[src/rtl/regfile_write_arbiter.sv]
// Arbitrates the register file's single write port between ALU writeback (A)
// and load completion (B), with a starvation bound on B and a registered write stage.
module regfile_write_arbiter #(
  parameter int STARVE_LIMIT = 3
) (
  input  logic        clk,
  input  logic        rst,
  input  logic        hold,
  input  logic        a_valid,
  input  logic [3:0]  a_reg,
  input  logic [15:0] a_data,
  output logic        a_ready,
  input  logic        b_valid,
  input  logic [3:0]  b_reg,
  input  logic [15:0] b_data,
  output logic        b_ready,
  output logic        WriteReg,
  output logic [3:0]  DstReg,
  output logic [15:0] DstData,
  output logic        b_forced
);

  localparam logic [3:0] LIMIT = 4'(STARVE_LIMIT);

  logic [3:0] starve_cnt;

  // Handshake: a transfer happens when valid and ready are both high in one cycle.
  // ready is a function of hold, the valids and starve_cnt only; requesters keep
  // valid/reg/data stable until they see ready.
  always_comb begin
    a_ready  = 1'b0;
    b_ready  = 1'b0;
    b_forced = 1'b0;
    if (!hold) begin
      if (b_valid && (starve_cnt == LIMIT)) begin
        b_ready  = 1'b1;
        b_forced = 1'b1;
      end else if (a_valid) begin
        a_ready = 1'b1;
      end else if (b_valid) begin
        b_ready = 1'b1;
      end
    end
  end

  always_ff @(posedge clk or posedge rst) begin
    if (rst) begin
      starve_cnt <= 4'd0;
    end else if (!hold) begin
      if (b_valid && !b_ready) begin
        starve_cnt <= (starve_cnt == LIMIT) ? LIMIT : starve_cnt + 4'd1;
      end else begin
        starve_cnt <= 4'd0;
      end
    end
  end

  // Writes to register 0 are accepted but never enabled at the register file.
  always_ff @(posedge clk or posedge rst) begin
    if (rst) begin
      WriteReg <= 1'b0;
      DstReg   <= 4'd0;
      DstData  <= 16'd0;
    end else begin
      WriteReg <= 1'b0;
      if (a_ready) begin
        WriteReg <= (a_reg != 4'd0);
        DstReg   <= a_reg;
        DstData  <= a_data;
      end else if (b_ready) begin
        WriteReg <= (b_reg != 4'd0);
        DstReg   <= b_reg;
        DstData  <= b_data;
      end
    end
  end

endmodule
[config.mk]
export PLATFORM = sky130hd
export DESIGN_NAME = regfile_write_arbiter
export DESIGN_NICKNAME = d
export VERILOG_FILES = /design/src/rtl/regfile_write_arbiter.sv
export SDC_FILE = /design/constraint.sdc
export NUM_CORES = 1
export LEC_CHECK = 0
export BUFFER_PORTS_ARGS = -buffer_cell sky130_fd_sc_hd__buf_2
export CORE_ASPECT_RATIO = 1.4
export CORE_MARGIN = 2
export CORE_UTILIZATION = 40
export CTS_CLUSTER_DIAMETER = 200
export DETAILED_ROUTE_END_ITERATION = 16
export GPL_TIMING_DRIVEN = 0
export PLACE_DENSITY_LB_ADDON = 0.3
export RECOVER_POWER = 50
export SLEW_MARGIN = 20
export SYNTH_ARGS = -nofsm -noshare
export SYNTH_HDL_FRONTEND = slang
export SYNTH_SLANG_ARGS = --single-unit
[constraint.sdc]
create_clock -name clk -period 1.5 [get_ports clk]
set_input_delay 0.3 -clock clk [delete_from_list [all_inputs] [get_ports clk]]
set_output_delay 0.3 -clock clk [all_outputs]
set_load 0.02 [all_outputs]
-- After elaboration in Yosys (flattened, before gate mapping)
Cells that the tools add are included.
- register bits after elaboration: 25
- input bits: 45
- word-level logic and storage cells: 29
- $add $sub $neg: 1
- equal/unequal tests: 1
- mux-type cells: 17
- reduce and logical (&&, ||, !) cells: 6
- operators with widths (cell ; number):
    $mux W16 ; 2
    $mux W4 ; 4
    $mux W1 ; 11
    $reduce_bool A4 Y1 ; 2
    $add A4 B1 Y4 const B ; 1
    $eq A4 B2 Y1 const B ; 1
    $logic_and A1 B1 Y1 ; 2
    $reduce_bool A2 Y1 ; 1
    $logic_not A1 Y1 ; 1

-- Depth between registers and ports, before layout
Gate-level depths: netlist of run 1.
- depth in word-level cells: 7
- depth in mapped cells: 5
- depth with buffers taken out: 4

-- Worst setup path after synthesis of run 1
No wires, ideal clock.
- path type: register to output
- start point: reg starve_cnt[0]
- end point: out b_ready
- data arrival time: 1.107 ns
- required time: 1.200 ns
- path slack: 0.093 ns
- stages on the path, launching flop included: 4
- path buffers: 0
- cells stage by stage: dfrtp_1 -> ha_1 -> nand3_1 -> a21oi_1
- cells in the longest elaborated chain, start to end: 4
- RTL lines (element ; line ; RTL):
    start, declared ; 25 ; logic [3:0] starve_cnt;
    start signal, assigned ; 51 ; starve_cnt <= (starve_cnt == LIMIT) ? LIMIT : starve_cnt + 4'd1;
    $eq A4 B2 Y1 ; 35 ; if (b_valid && (starve_cnt == LIMIT)) begin
    $logic_and A1 B1 Y1 ; 35 ;
    $mux W1 ; 35 ;
    $mux W1 ; 34 ; if (!hold) begin
    end, declared ; 16 ; output logic b_ready,
No other way between the ends.

-- Worst setup path after layout of run 1
Same ends and word-level chain as after synthesis.

==> results of run 1 <==
layout make-up:
class | instances | area [um^2] | share of cell area
Buffer | 8 | 52.6 | 0.0274
Clock buffer | 3 | 41.3 | 0.0215
Timing Repair Buffer | 72 | 387 | 0.201
Tap cell | 40 | 50.0 | 0.0261
Multi-Input combinational cell | 107 | 746 | 0.389
Sequential cell | 25 | 627 | 0.327
Clock inverter | 1 | 5.00 | 0.00261
Inverter | 3 | 11.3 | 0.00587
synth_stat cells:
cell type	n
a211o_1	1
a211oi_1	1
a21oi_1	2
a22o_1	1
a32o_1	1
and2_4	1
buf_2	6
buf_6	2
clkbuf_1	3
dfrtp_1	25
ha_1	1
inv_1	3
nand2_1	41
nand2b_1	1
nand3_1	22
nand3b_1	1
nand4bb_1	1
nand4bb_4	1
nor2_1	2
nor2b_2	1
nor3b_1	1
nor3b_2	1
nor4_1	2
o211ai_1	1
o211ai_2	19
o21ai_0	1
o21ba_2	1
o21bai_1	1
o31ai_1	1
or4_1	1
critical path, stage by stage (launching register included):
cell	delay, ns
dfrtp_2	0.42
ha_4	0.17
buf_6	0.12
nand3_4	0.07
a21oi_2	0.11
buf_4	0.14
routing by layer:
metal / up-vias / track usage
met4: 0 / 0.0833
li1: 666 / -
met3: 6 / 0.0261
met2: 53 / 0.349
met5: - / 0
met1: 636 / 0.213
power breakdown:
part           leakage [uW]  total [uW]  switching [uW]  internal (uW)
Sequential         0.000303         800            45.3            755
Combinational      0.000595         490             295            195
Clock             0.0000255         407             221            186
Total              0.000924        1700             560           1140
cell families (layout without fill, tap and decap cells):
group | Yosys count | in the layout | share of synthesized area
flops | 25 | 25 | 0.442
simple gates | 76 | 76 | 0.270
buf+inv | 14 | 87 | 0.0530
compound gates | 30 | 30 | 0.226
fa+ha+maj | 1 | 1 | 0.00884
what timing repair did:
action,in CTS,in global routing
pin swaps,3,1
buffers inserted,3,2
resized for setup,12,5
endpoints found under the setup margin,13,13
sequential cells by signal, indices dropped and copies added, names as in the netlist:
register	cells
starve_cnt	4
DstReg	4
WriteReg	1
DstData	16
worst min-delay path by stage:
stage | depth (start not counted) | to
finish | 2 | DstData[12]
global route | 3 | DstData[14]
CTS | 3 | DstData[7]
detailed placement | 2 | DstReg[3]
global placement | 2 | DstData[0]
floorplan | 1 | DstData[0]
metrics by stage:
stage / utilization / TNS (ns)
floorplan: - / 0
global placement: 0.533 / -0.126
detailed placement: 0.533 / -0.279
CTS: 0.564 / -0.355
global route: 0.568 / -0.475
finish: 0.568 / -0.303
==> impl_metrics.json, run 1 <==
{
  "crit_path_start_kind": "flop",
  "ys_seq_elements": 25,
  "place.port_buffers": 67,
  "routed.top_layer": "met4",
  "m1_wire_length_mm": 1.44,
  "drv.max_cap_violation_count": 0,
  "drc_errors": 0,
  "cts.path.max_buffers": 2,
  "number_of_nets_in_the_layout": 266,
  "routabilityCongestion": 0.789,
  "num_antenna_cells": 0,
  "clkSinkCount": 25,
  "design.die.area_um2": 4040,
  "cp_max_fo": 4,
  "fmax_mhz": 623,
  "skew_ns": 0.00437,
  "worst-setup-path-type": "reg2out",
  "tritoncts.num_buffers": 3,
  "start_util": 0.419,
  "antenna_found_initial": 0,
  "design_area_um2": 1920,
  "layout.cells.most_common": "buf_2",
  "synth_top_area_cell": "dfrtp_1",
  "peakVddDrop_v": 0.000497,
  "rr_startpoint": "starve_cnt[0]",
  "postSynthCellCount": 146,
  "cts_root_buf": "clkbuf_8",
  "status": "finished with violations",
  "crit-reg2reg-capture": "DstData[4]",
  "dieWidth_um": 54.3,
  "setup.worst_path.end_class": "primary output",
  "route.detailed.wl_per_inst_um": 13.9,
  "synth_top_area_frac": 0.442,
  "timing.hold.worst.class": "in2async",
  "place_ws_ns": -0.143,
  "cts_max_level": 1,
  "r2r_setup_slack_ns": 0.06,
  "syn_nets": 192,
  "most-common-layout-cells": "buf_2 (59), nand2_1 (41), dfrtp_1 (24)",
  "relative_max_transition_margin": 0.372,
  "power_density_nw_per_um2": 884,
  "drt-total-wl_mm": 3.59,
  "antenna_violating_nets_post_route": 0,
  "r2r_cells": 6,
  "ys_warn_count": 0,
  "number_of_filler_instances_in_the_final_layout": 327,
  "place.detailed.instances": 253,
  "detailedRoute.firstPassIterationCount": 4,
  "die_height_um": 74.4,
  "synth.cell_area_um2": 1420,
  "fin_cells": 259,
  "violated_checks": "negative setup slack",
  "report.final.hold_viol_count": 0,
  "timing_worst_slew_pin_value_ns": 0.941,
  "globalRoute.totalOverflow": 0,
  "core_area_um2": 3380,
  "syn2layout_area_growth_pct": 35.6,
  "setup.worst_path.end": "b_ready",
  "crit_start": "starve_cnt[0]",
  "p_leak_uw": 0.000924,
  "grt_first_pass_wirelength_mm": 5.69,
  "std_cell_rows": 25,
  "grt_use_total": 0.191,
  "drt-initial-drc-count": 41,
  "clkSlewWorstSetupHoldPaths_ns": 0.09,
  "post_route_cells_drive_above_1_share": 0.461,
  "timing.final.crit_share": 1.07,
  "report.power.total_uw": 1700,
  "wl_met3_um": 253,
  "route.met2.wl_mm": 1.85,
  "cts_tree": "built",
  "final.setup.worst_slack_ns": -0.106,
  "worstSkewPairLatency_ns": 0.27,
  "grt_max_degree": 26,
  "place.detailed.hpwl_mm": 2.62,
  "vias_per_cell": 5.25,
  "cp.arrival_ns": 1.31,
  "final.min_clock_period_ns": 1.61,
  "required_ns": 1.20,
  "unrepaired_setup_endpoints_after_global_routing": "yes",
  "dpl-instance-area_um2": 1800,
  "cts.hold.buffers_added": 0,
  "synth_sequential_area_ratio": 0.442,
  "detailroute.via_count": 1361,
  "grt_pass1_vias": 1357,
  "final.hold.worst_slack_ns": 0.227,
  "syn_avg_cell_area_um2": 9.69,
  "maxSlewViolCount": 0,
  "post_synth_num_cell_types": 30,
  "top_level_ports": 69,
  "setup-violations-final": 3,
  "yosys-top-cells-area": "dfrtp_1 (44%), o211ai_2 (17%), nand2_1 (11%)"
}
No activity file was read; power rests on OpenSTA's default activity.
==> run 2, diff against run 1 <==
- MAX_ROUTING_LAYER: unset -> met4
==> run 2 against run 1 <==
The run still ends with negative setup slack left. Sequential power is essentially flat. Register-to-register slack is essentially flat. Sequential share of layout area is the same. Clock-buffer cell count is the same. Critical path depth is the same.
==> impl_metrics.json, run 2 (synthesis results as in run 1) <==
{
  "fmax_mhz": 622,
  "cp.arrival_ns": 1.31,
  "cts_max_level": 1,
  "timing.final.crit_share": 1.07,
  "final.setup.worst_slack_ns": -0.107,
  "status": "finished with violations",
  "timing.hold.worst.class": "in2async",
  "drt-initial-drc-count": 45,
  "setup.worst_path.end_class": "primary output",
  "r2r_setup_slack_ns": 0.06,
  "crit-reg2reg-capture": "DstData[4]",
  "report.power.total_uw": 1700,
  "clkSinkCount": 25,
  "worst-setup-path-type": "reg2out",
  "drc_errors": 0,
  "largest-register": "DstData",
  "cts.path.max_buffers": 2,
  "timing_worst_slew_pin_value_ns": 0.941,
  "violated_checks": "negative setup slack",
  "number_of_filler_instances_in_the_final_layout": 327,
  "unrepaired_setup_endpoints_after_global_routing": "yes",
  "place.detailed.hpwl_mm": 2.62,
  "largest_register_ffs": 16,
  "detailroute.via_count": 1354,
  "dieWidth_um": 54.3,
  "r2r_cells": 6,
  "vias_per_cell": 5.23,
  "setup.worst_path.end": "b_ready",
  "cts_tree": "built",
  "finalCoreUtilization": 0.568,
  "number_of_nets_in_the_layout": 266,
  "area_of_combinational_cells_with_multiple_inputs_um2": 746,
  "routabilityCongestion": 0.800,
  "start_util": 0.419,
  "grt_first_pass_wirelength_mm": 5.69,
  "crit_path_start_kind": "flop",
  "final-seq-area_um2": 627,
  "antenna_found_initial": 0,
  "worstSkewPairLatency_ns": 0.27,
  "tritoncts.num_buffers": 3,
  "design_area_um2": 1920,
  "cts_root_buf": "clkbuf_8",
  "crit_start": "starve_cnt[0]",
  "report.final.hold_viol_count": 0,
  "peakVddDrop_v": 0.000497,
  "route.detailed.wl_per_inst_um": 13.9,
  "most-common-layout-cells": "buf_2 (59), nand2_1 (41), dfrtp_1 (24)",
  "relative_max_transition_margin": 0.372,
  "top_level_ports": 69,
  "required_ns": 1.20,
  "skew_ns": 0.00443,
  "num_antenna_cells": 0,
  "syn2layout_area_growth_pct": 35.6,
  "detailedRoute.firstPassIterationCount": 4,
  "design.die.area_um2": 4040,
  "grt_use_total": 0.197,
  "place.port_buffers": 67,
  "post_route_cells_drive_above_1_share": 0.461,
  "layout.cells.most_common": "buf_2",
  "finalSetupTns_ns": -0.306,
  "rr_startpoint": "starve_cnt[0]",
  "final.min_clock_period_ns": 1.61,
  "maxSlewViolCount": 0,
  "dpl-instance-area_um2": 1800,
  "p_leak_uw": 0.000924,
  "drv.max_cap_violation_count": 0,
  "top_regs": "DstData (16), DstReg (4), starve_cnt (4)",
  "antenna_violating_nets_post_route": 0,
  "grt_max_degree": 26,
  "globalRoute.totalOverflow": 0,
  "drt-total-wl_mm": 3.60,
  "die_height_um": 74.4,
  "grt_pass1_vias": 1357,
  "cp_max_fo": 4,
  "core_area_um2": 3380,
  "setup-violations-final": 3,
  "std_cell_rows": 25,
  "power_density_nw_per_um2": 884,
  "clkSlewWorstSetupHoldPaths_ns": 0.09
}
[run 2: how the worst min path moves through the flow]
stage / from / to / cells past startpoint
after floorplan: rst / DstData[0] / 1
after global placement: DstData[0] / DstData[0] / 2
after detailed placement: DstReg[3] / DstReg[3] / 2
after CTS: a_data[7] / DstData[7] / 3
after global routing: a_data[14] / DstData[14] / 3
final: rst / DstData[12] / 2
[run 2: per-layer routing]
layer / vias up / track usage / part of all wire
met5: - / - / 0
met4: 0 / 0.0833 / 0.016
met3: 6 / 0.0181 / 0.062
met2: 51 / 0.349 / 0.51
met1: 631 / 0.218 / 0.41
li1: 666 / - / -
[run 2: worst max-delay path, stage by stage (launching register included)]
cell     delay [ns]
dfrtp_2        0.42
ha_4           0.17
buf_6          0.12
nand3_4        0.07
a21oi_2        0.11
buf_4          0.14
[run 2: report_power, final]
| part | switching [uW] | total [uW] | internal (uW) |
|---|---|---|---|
| clock | 221 | 407 | 186 |
| sequential | 45.5 | 800 | 755 |
| combinational | 295 | 490 | 195 |
[run 2: through the flow]
step,hold slack (ns),cells,worst slack (ns)
after floorplan,0.327,146,0.0925
after CTS,0.252,258,-0.122
after global placement,0.475,253,-0.126
after detailed placement,0.481,253,-0.143
after global routing,0.260,259,-0.172
final,0.227,259,-0.107
[run 2: area by class of cell]
class	instances	share of cell area
multi-input cells	107	0.389
flip-flops and latches	25	0.327
repair buffers	72	0.201
plain buffers	8	0.0274
well taps	40	0.0261
clock buffers	3	0.0215
inverters	3	0.00587
clock inverters	1	0.00261
[run 2: what timing repair did]
action | 4_1_cts | 5_1_grt
hold buffers | 0 | 0
pin swaps | 3 | 1
gates resized for setup | 12 | 5
endpoints found under the setup margin | 13 | 13
buffers inserted | 3 | 2
